[config.mk]
export PLATFORM = sky130hd
export DESIGN_NAME = pc_sequencer
export DESIGN_NICKNAME = d
export VERILOG_FILES = /design/src/rtl/pc_sequencer.sv
export SDC_FILE = /design/constraint.sdc
export NUM_CORES = 1
export LEC_CHECK = 0
export CAP_MARGIN = 10
export CORE_UTILIZATION = 46
export DETAILED_ROUTE_END_ITERATION = 6
export GPL_TIMING_DRIVEN = 0
export PLACE_DENSITY = 0.81
export SETUP_SLACK_MARGIN = 0.5
export SYNTH_ARGS = -nofsm -noshare
export SYNTH_HDL_FRONTEND = slang
export SYNTH_SLANG_ARGS = --single-unit
[constraint.sdc]
create_clock -name clk -period 4.1 [get_ports clk]
set_input_delay 0.82 -clock clk [delete_from_list [all_inputs] [get_ports clk]]
set_output_delay 0.82 -clock clk [all_outputs]
set_load 0.05 [all_outputs]
[src/rtl/pc_sequencer.sv]
// Program-counter sequencer: boot load, stepped increment under a valid/ready
// handshake, prioritised trap/redirect with misalignment rejection, and halt/resume.
module pc_sequencer #(
    parameter int XLEN       = 32,
    parameter int STEP       = 4,
    parameter int ALIGN_BITS = 2,
    parameter int CNT_W      = 32
) (
    input  logic             clk,
    input  logic             rst,
    input  logic [XLEN-1:0]  boot_addr,
    input  logic [XLEN-1:0]  trap_vec,
    input  logic             trap_req,
    input  logic             redirect_valid,
    input  logic [XLEN-1:0]  redirect_addr,
    input  logic             halt_req,
    input  logic             resume_req,
    input  logic             pc_ready,
    output logic             pc_valid,
    output logic [XLEN-1:0]  pc,
    output logic             misaligned,
    output logic [XLEN-1:0]  misaligned_addr,
    output logic             halted,
    output logic [CNT_W-1:0] fetch_count
);

    typedef enum logic [1:0] {ST_BOOT, ST_RUN, ST_HALT} state_t;

    // ALIGN_BITS = 0 yields an all-zero mask, which disables the check.
    localparam logic [XLEN-1:0] ALIGN_MASK = XLEN'((64'd1 << ALIGN_BITS) - 64'd1);
    localparam logic [XLEN-1:0] STEP_INC   = XLEN'(STEP);

    state_t           state_q, state_d;
    logic [XLEN-1:0]  pc_q, pc_d;
    logic             pc_valid_q, pc_valid_d;
    logic             misaligned_q, misaligned_d;
    logic [XLEN-1:0]  misaligned_addr_q, misaligned_addr_d;
    logic             halted_q, halted_d;
    logic [CNT_W-1:0] fetch_count_q, fetch_count_d;

    logic             redirect_bad;
    logic [XLEN-1:0]  pc_inc;

    assign redirect_bad = |(redirect_addr & ALIGN_MASK);
    assign pc_inc       = pc_q + STEP_INC;

    always_comb begin
        state_d           = state_q;
        pc_d              = pc_q;
        pc_valid_d        = pc_valid_q;
        misaligned_d      = 1'b0;
        misaligned_addr_d = misaligned_addr_q;
        fetch_count_d     = fetch_count_q;

        // Count uses the pc offered this cycle, before any pc update.
        if (pc_valid_q && pc_ready) begin
            fetch_count_d = fetch_count_q + CNT_W'(1);
        end

        case (state_q)
            ST_BOOT: begin
                pc_d       = boot_addr;
                pc_valid_d = 1'b1;
                state_d    = ST_RUN;
            end
            ST_RUN, ST_HALT: begin
                if (trap_req) begin
                    pc_d       = trap_vec;
                    pc_valid_d = 1'b1;
                    state_d    = ST_RUN;
                end else if (redirect_valid) begin
                    pc_valid_d = 1'b1;
                    state_d    = ST_RUN;
                    if (redirect_bad) begin
                        misaligned_d      = 1'b1;
                        misaligned_addr_d = redirect_addr;
                        pc_d              = trap_vec;
                    end else begin
                        pc_d = redirect_addr;
                    end
                end else if (state_q == ST_RUN) begin
                    if (halt_req) begin
                        state_d    = ST_HALT;
                        pc_valid_d = 1'b0;
                    end
                    if (pc_ready) begin
                        pc_d = pc_inc;
                    end
                end else if (resume_req) begin
                    state_d    = ST_RUN;
                    pc_valid_d = 1'b1;
                end
            end
            default: begin
                state_d    = ST_BOOT;
                pc_valid_d = 1'b0;
            end
        endcase

        halted_d = (state_d == ST_HALT);
    end

    always_ff @(posedge clk or posedge rst) begin
        if (rst) begin
            state_q           <= ST_BOOT;
            pc_q              <= '0;
            pc_valid_q        <= 1'b0;
            misaligned_q      <= 1'b0;
            misaligned_addr_q <= '0;
            halted_q          <= 1'b0;
            fetch_count_q     <= '0;
        end else begin
            state_q           <= state_d;
            pc_q              <= pc_d;
            pc_valid_q        <= pc_valid_d;
            misaligned_q      <= misaligned_d;
            misaligned_addr_q <= misaligned_addr_d;
            halted_q          <= halted_d;
            fetch_count_q     <= fetch_count_d;
        end
    end

    assign pc              = pc_q;
    assign pc_valid        = pc_valid_q;
    assign misaligned      = misaligned_q;
    assign misaligned_addr = misaligned_addr_q;
    assign halted          = halted_q;
    assign fetch_count     = fetch_count_q;

endmodule

# Word-level counts from Yosys, hierarchy flattened
# Cells that the tools add are included.
[word_totals]
output_inout_bits = 99
register_bits = 101
word_cells = 47
input_bits = 103
[classes]
n_mux = 22
n_bitwise = 1
addsub = 2
n_reduce_logical = 8
eq_ne = 7
[op_table]
columns = ["operator", "n"]
rows = [
  ["32-bit 2-to-1 mux", 5],
  ["32-bit one-hot mux with 2 select lines", 1],
  ["32-bit by 1-bit adder with 32-bit output (second input constant)", 1],
  ["32-bit by 3-bit adder with 32-bit output (second input constant)", 1],
  ["2-bit 2-to-1 mux", 5],
  ["5-bit inequality test (second input constant)", 2],
  ["1-bit 2-to-1 mux", 9],
  ["4-bit inequality test (second input constant)", 2],
  ["2-bit equality test (second input constant)", 2],
  ["2-bit one-hot mux with 2 select lines", 1],
  ["4-bit AND reduction", 1],
  ["2-bit OR reduction", 2],
  ["3-bit AND reduction", 1],
  ["2-bit by 1-bit equality test with 1-bit output (second input constant)", 1],
  ["2-bit logical NOT", 1],
  ["1-bit one-hot mux with 2 select lines", 1],
  ["2-bit AND reduction", 1],
  ["2-bit nonzero test", 1],
  ["1-bit logical AND", 1],
  ["1-bit NOT", 1],
]

# Logic depth before layout (Yosys ltp)
[depth]
depth_word = 6
ltp_mapped = 11
mapped_depth_nobuf = 7

# Least setup slack after synthesis
# Ideal clock, no wire load.
[synth_path]
path_type = "reg2reg"
startpoint = "reg pc_q[7] (netlist: pc[7])"
endpoint = "reg pc_q[27] (netlist: pc[27])"
required_ns = 4.006
path_buffers = 2
setup_slack_ns = 1.566
arrival_ns = 2.441
period_less_slack_ns = 2.534
stages_incl_launch_ff = 8
setup_time_ns = 0.094
path_cell_list = "dfrtp_1 > buf_4 > nand4_4 > or4_1 > buf_2 > or3b_1 > xor2_1 > a221oi_2"
[synth_via]
elab_chain_len = 6
[synth_lines]
columns = ["element", "line_no", "text"]
rows = [
  ["start, declared", "34", "logic [XLEN-1:0] pc_q, pc_d;"],
  ["start signal, assigned", "114", "pc_q <= pc_d;"],
  ["32-bit by 3-bit adder with 32-bit output", "45", "assign pc_inc = pc_q + STEP_INC;"],
  ["32-bit 2-to-1 mux", "86", "if (pc_ready) begin"],
  ["32-bit 2-to-1 mux", "81", "end else if (state_q == ST_RUN) begin"],
  ["32-bit 2-to-1 mux", "71", "end else if (redirect_valid) begin"],
  ["32-bit 2-to-1 mux", "67", "if (trap_req) begin"],
  ["32-bit one-hot mux with 2 select lines", "60", "case (state_q)"],
]
# No other way between the ends. The select of a mux whose other input is x is not followed.
# A chain may end at the register's enable or synchronous reset.

# Worst setup path after layout
[layout_path]
startpoint = "in redirect_addr[0]"
endpoint = "reg pc_q[12] (netlist: pc[12])"
[layout_via]
elab_chain_len = 5
[layout_lines]
columns = ["element", "line_no", "text"]
rows = [
  ["start, declared", "15", "input logic [XLEN-1:0] redirect_addr,"],
  ["2-bit OR reduction", "44", "assign redirect_bad = |(redirect_addr & ALIGN_MASK);"],
  ["32-bit 2-to-1 mux", "74", "if (redirect_bad) begin"],
  ["32-bit 2-to-1 mux", "71", ""],
  ["32-bit 2-to-1 mux", "67", ""],
  ["32-bit one-hot mux with 2 select lines", "60", ""],
]
# No other way between the ends.

==> impl_metrics.yaml <==
finish:
  num_antenna_cells: 0
  final_common_cell: "clkdlybuf4s50_1"
  multi_input_area_sq_mm: 0.00312
  final_layout_size_suffix_gt1_share_pct: 9.84
  nFillCells: 965
  area_delta_synth_final_pct: 43.2
  final_cell_mix: "clkdlybuf4s50_1 (199), dfrtp_1 (101), nand2_1 (52)"
  nets: 927
  regArea_sq_mm: 0.00253
  finish.utilization_pct: 68.8
  post-route-cell-area_sq_mm: 0.00844
power:
  power.share.clock_pct: 14.2
  totalPowerFinal_mw: 6.27
  p_int_mw: 3.14
  pwr-share-comb_pct: 57.6
  power.leakage_nw: 3.32
  netSwitchingPower_mw: 3.12
  swShare_pct: 49.8
  powerDensity_mw_per_mm2: 743
  ir_worst_vdd_mv: 0.559
  p_seq_share_pct: 28.1
worst_setup_path:
  critPathSlowestCell: "nor2_1"
  ff2ff_setup_slack_ns: 1.16
  worstPathArrival_ns: 3.58
  timing.rr.start: "state_q[1]"
  critPathMostFrequentCell: "o21ai_0"
  reg2reg_to: "pc[21]"
  crit_path_end_kind: "flop"
  path_class: "in2reg"
  critPathMaxStageDelay_ns: 0.63
  cp_max_fo: 9
  crit_chain: "clkdlybuf4s50_1 > nor2_1 > o21ai_0 > and2_1 > clkbuf_1 > a2111oi_0 > o21ai_0"
  critPathRequiredTime_ns: 4.32
  startpoint_type: "input port"
  reg2reg_depth: 10
synthesis:
  synth_area_leaders: "dfrtp_1 (43%), mux2_2 (7.1%), xnor2_1 (4.5%)"
  synthesis.nets: 715
  yosysTopAreaCellShare_pct: 42.9
  ys_warn_count: 0
  synthArstFlopShare_pct: 100
  synthFlopType: "dfrtp_1"
  syn_area_per_cell_sq_um: 9.72
  syn_area_sq_mm: 0.00589
  synth-seq-cells: 101
  yosysTopAreaCell: "dfrtp_1"
  synth_edf_count: 0
  synth_cell_types: 74
  ys_seq_area_share_pct: 42.9
  syn_inst: 606
floorplan:
  dieArea_sq_mm: 0.0133
  io_pins: 202
  core_area_sq_mm: 0.0123
  rows: 40
  start_util_pct: 48.0
  dieHeight_um: 115
  die_w_um: 115
global_routing:
  gr-usage-all-layers_pct: 31.9
  grt_remaining_overflow: 0
  antenna_found_initial: 0
  grt_first_pass_wirelength_um: 31700
  grt_max_degree: 55
  grt_pass1_vias: 5947
clocking:
  post-cts-setup-buffers: 0
  clk_pin_slew_ns: 0.07
  cts_buffers: 9
  tritoncts: "built"
  clockBufferDepth: 2
  clk_latency_ns: 0.36
  cts_root_buf: "clkbuf_16"
  h-tree-depth: 3
  cts_sinks: 101
  cts_hold_repair.buffers: 0
  cts.repair.resized: 0
routing:
  drt-total-wl_um: 20900
  wl_met2_um: 9740
  firstDrtPassIters: 5
  met1Wirelength_um: 8490
  viasPerCell: 6.15
  drc: 0
  highest_layer: "met4"
  vias: 6095
  wl_met3_um: 1930
  drt_iter0_drc: 602
  avgRoutedWirePerCell_um: 21.1
  ant_nets: 0
placed_design:
  port_buffers: 199
  hpwl_um: 15700
  place_congestion: 0.943
  place_area_sq_mm: 0.00812
min_path:
  hold_start: "fetch_count[31]"
  hp-class: "reg2reg"
  worstHoldPathCells: 1
  holdPathEnd: "fetch_count[31]"
timing:
  tns_ns: 0
  finalHoldViolCount: 0
  fmax_mhz: 298
  finalCritPeriodShare_pct: 81.8
  relSlewSlack_pct: 26.5
  worst_slew_pin_slew_ns: 1.09
  setup_viol: 0
  fin_crit_ns: 3.35
  holdWs_ns: 0.482
  drv_slew: 0
  rsz0062_at_grt: "no"
  skew_ns: 0.00806
job:
  maxCapViolations: 0
outcome:
  outcome: "finished, final reports clean"
==> critical path: cells and delay by family <==
family / cells / cell delay (ns)
AND/OR/NAND/NOR: 2 / 0.94
AO/OA/AOI/OAI: 3 / 1.06
buffers and inverters: 2 / 0.76
==> per-stage QoR <==
| step | setup WS (ns) | cells |
|---|---|---|
| 3_5_place_dp | 0.418 | 974 |
| 5_1_grt | 0.512 | 991 |
| 6_report | 0.748 | 991 |
| 2_1_floorplan | 0.633 | 606 |
| 4_1_cts | 0.800 | 990 |
| 3_3_place_gp | -0.910 | 973 |
==> cells by family after synthesis <==
group / share of synthesized area, %
fa+ha+maj: 1.27
buf+inv: 4.08
mux: 7.58
flops: 42.9
compound gates: 19.0
simple gates: 19.1
xor+xnor: 6.10
==> cell usage after synthesis, types with 7 or more instances <==
library cell  count
and3_1            8
clkbuf_1         26
nor4_1           10
a221oi_1         17
a21oi_1          17
nand2_1          52
xor2_1           11
o22a_1            7
inv_1            11
nor3_1           15
nand3_1          25
a22o_1            7
mux2_2           37
dfrtp_1         101
o21ai_0          28
o211ai_1          7
nor2b_1           7
nor2_1           49
nand4_1          19
xnor2_1          30
==> final cells by class <==
type	instances	share of cell area, %
Clock buffer	9	2.67
Buffer	38	2.27
Tap cell	168	2.49
Timing Repair Buffer	201	24.0
Multi-Input combinational cell	454	37.0
Sequential cell	101	30.0
Clock inverter	7	0.979
Inverter	13	0.608
==> sequential cells by signal (all words and copies together) (netlist names) <==
| register | count |
|---|---|
| fetch_count | 32 |
| halted | 1 |
| misaligned | 1 |
| misaligned_addr | 32 |
| pc | 32 |
| pc_valid | 1 |
| state_q | 2 |
==> power by group through the flow <==
stage | logic, mW | registers, mW | clock network (mW)
after global placement | 3.52 | 1.75 | 0
after floorplan | 1.11 | 2.93 | 0
after global routing | 3.77 | 1.82 | 0.940
final | 3.61 | 1.76 | 0.891
after CTS | 3.59 | 1.76 | 0.903
after detailed placement | 3.57 | 1.77 | 0
==> how the worst max path moves through the flow <==
stage,startpoint,endpoint,cells after the start
floorplan,rst,fetch_count[0],1
global placement,rst,misaligned_addr[21],2
detailed placement,redirect_addr[0],pc[12],7
CTS,redirect_addr[0],pc[12],7
global route,redirect_addr[0],pc[12],7
finish,redirect_addr[0],pc[12],7
==> routing by layer <==
layer,up-vias,GRT usage [%]
met5,-,0
met3,57,6.33
met2,387,49.8
met1,2928,42.4
met4,0,15.8
li1,2723,-
(Power assumes the default switching activity.)
==> RTL change: new RTL, same settings <==
Encoding of `state_t`: now one-hot (3 bits for 3 states).
--- a/src/rtl/pc_sequencer.sv
+++ b/src/rtl/pc_sequencer.sv
@@ -26,3 +26,3 @@
 
-    typedef enum logic [1:0] {ST_BOOT, ST_RUN, ST_HALT} state_t;
+    typedef enum logic [2:0] {ST_BOOT = 3'b001, ST_RUN = 3'b010, ST_HALT = 3'b100} state_t;
 
Formal check against the unedited RTL: no difference found for any inputs over 4 cycles, from zero or initial values and one cycle with rst high; so few cycles prove little.
==> RTL change against the unedited design <==
Total power grew 2.9%; clock skew fell by 0.0018 ns; utilization shrank 1.5 points; count of clock-buffer cells in the layout increased by 1; synthesized area up 1.0%; setup slack improved by 0.25 ns; worst hold slack worse by 0.0025 ns; synthesized cell count grew 4.0%; sequential cell count rose by 1; wire length is 13% higher; final area grew 0.73%.
==> RTL change: results (changes against the unedited design) <==
| Metric | Value |
|---|---|
| Clock skew | `0.00629 ns (-0.00177 ns)` |
| Syn Nets | `735 (+2.8%)` |
| Relative slew margins | `44.8% (+18 points)` |
| Fill cells | `1000 (+3.6%)` |
| Placed insts | `1003 (+3.0%)` |
| Post-detail-place hpwl | `18100 um (+16%)` |
| Sw frac | `51.0% (+1.2 points)` |
| Total GRT Usage | `35.6% (+3.7 points)` |
| Vias in the first global route | `6085 (+2.3%)` |
| Synth area leaders | `dfrtp_1, mux2_2, xnor2_1, o21ai_0, a21oi_1` |
| Synth unique cells | `61 (-18%)` |
| Worst VDD drop | `0.503 mV (-10%)` |
| Syn Inst Count | `630 (+4.0%)` |
| Share of cells above drive strength 1 | `8.85% (-0.99 points)` |
| Vias/cell | `6.21 (+0.89%)` |
| Critical path fanouts, max | `10 (+1)` |
| Design Area, Final | `8500 um2 (+0.73%)` |
| First-pass GRT wire length | `35200 um (+11%)` |
| Vias post-DR | `6323 (+3.7%)` |
| Iter 0 DRT Violations | `914 (+52%)` |
| Largest net degree at the start of global routing | `58 (+5.5%)` |
| Worst Path Arrival | `3.39 ns (-0.19 ns)` |
| Outcome | `completed` |
| Met3 Routed Length | `1950 um (+0.98%)` |
| Wire length on met1 | `9970 um (+17%)` |
| Pre-CTS setup slack | `0.776 ns (+0.358 ns)` |
| Post-DR wirelength/cell | `23.1 um (+9.5%)` |
| Top post-synthesis cells by count | `dfrtp_1, nand2_1, o21ai_0, a21oi_1, nor2_1` |
[RTL change: cell types whose count changed after synthesis, moves of 7 or more]
cell / before / now
a211oi_1: 2 / 11
nor2_1: 49 / 36
a2bb2oi_1: 2 / 9
a221oi_1: 17 / 9
a21oi_1: 17 / 37
o22ai_1: 6 / 18
o21ai_0: 28 / 42
[RTL change: final cells by class]
cell class	instances	share of cell area (%)
plain buffers	41	2.11
clock buffers	10	2.69
clock inverters	6	0.913
inverters	13	0.604
multi-input cells	474	37.3
flip-flops and latches	102	30.1
well taps	172	2.53
repair buffers	201	23.8
[RTL change: power by group through the flow]
stage	Sequential, mW	Combinational (mW)	Clock (mW)
final	1.80	3.75	0.903
after global routing	1.85	3.92	0.947
after CTS	1.79	3.71	0.915
after detailed placement	1.80	3.70	0
after global placement	1.78	3.64	0
after floorplan	2.91	1.20	0
[RTL change: cells by family after synthesis]
group	after synthesis	share of synthesized area (%)
AOI/OAI and AO/OA	189	21.1
xor gates and xnor gates	43	6.46
adders and majority gates	2	0.420
buffers and inverters	54	3.83
DFF	102	42.9
muxes	39	7.32
and+or+nand+nor	201	18.0
[RTL change: final timing paths]
kind	to	slack, ns	depth (start not counted)
max	pc[20]	0.99	7
min	fetch_count[31]	0.48	1
max reg2reg	pc[28]	1.45	7
min reg2reg	fetch_count[31]	0.48	1
max in group asynchronous	state_q[0]	2.33	3
min in group asynchronous	misaligned_addr[19]	0.97	2
[RTL change: per-layer routing]
layer,up-vias,track usage [%]
met5,-,0
met4,0,14.6
met3,69,6.22
met2,401,55.7
met1,3054,49.1
li1,2799,-
[RTL change: critical path, cell delays in order]
cell and delay (ns):
clkdlybuf4s50_1 0.55, nor2_1 0.48, clkbuf_1 0.46, o22ai_1 0.15
a221oi_1 0.59, o21ai_0 0.22, nand3_1 0.11
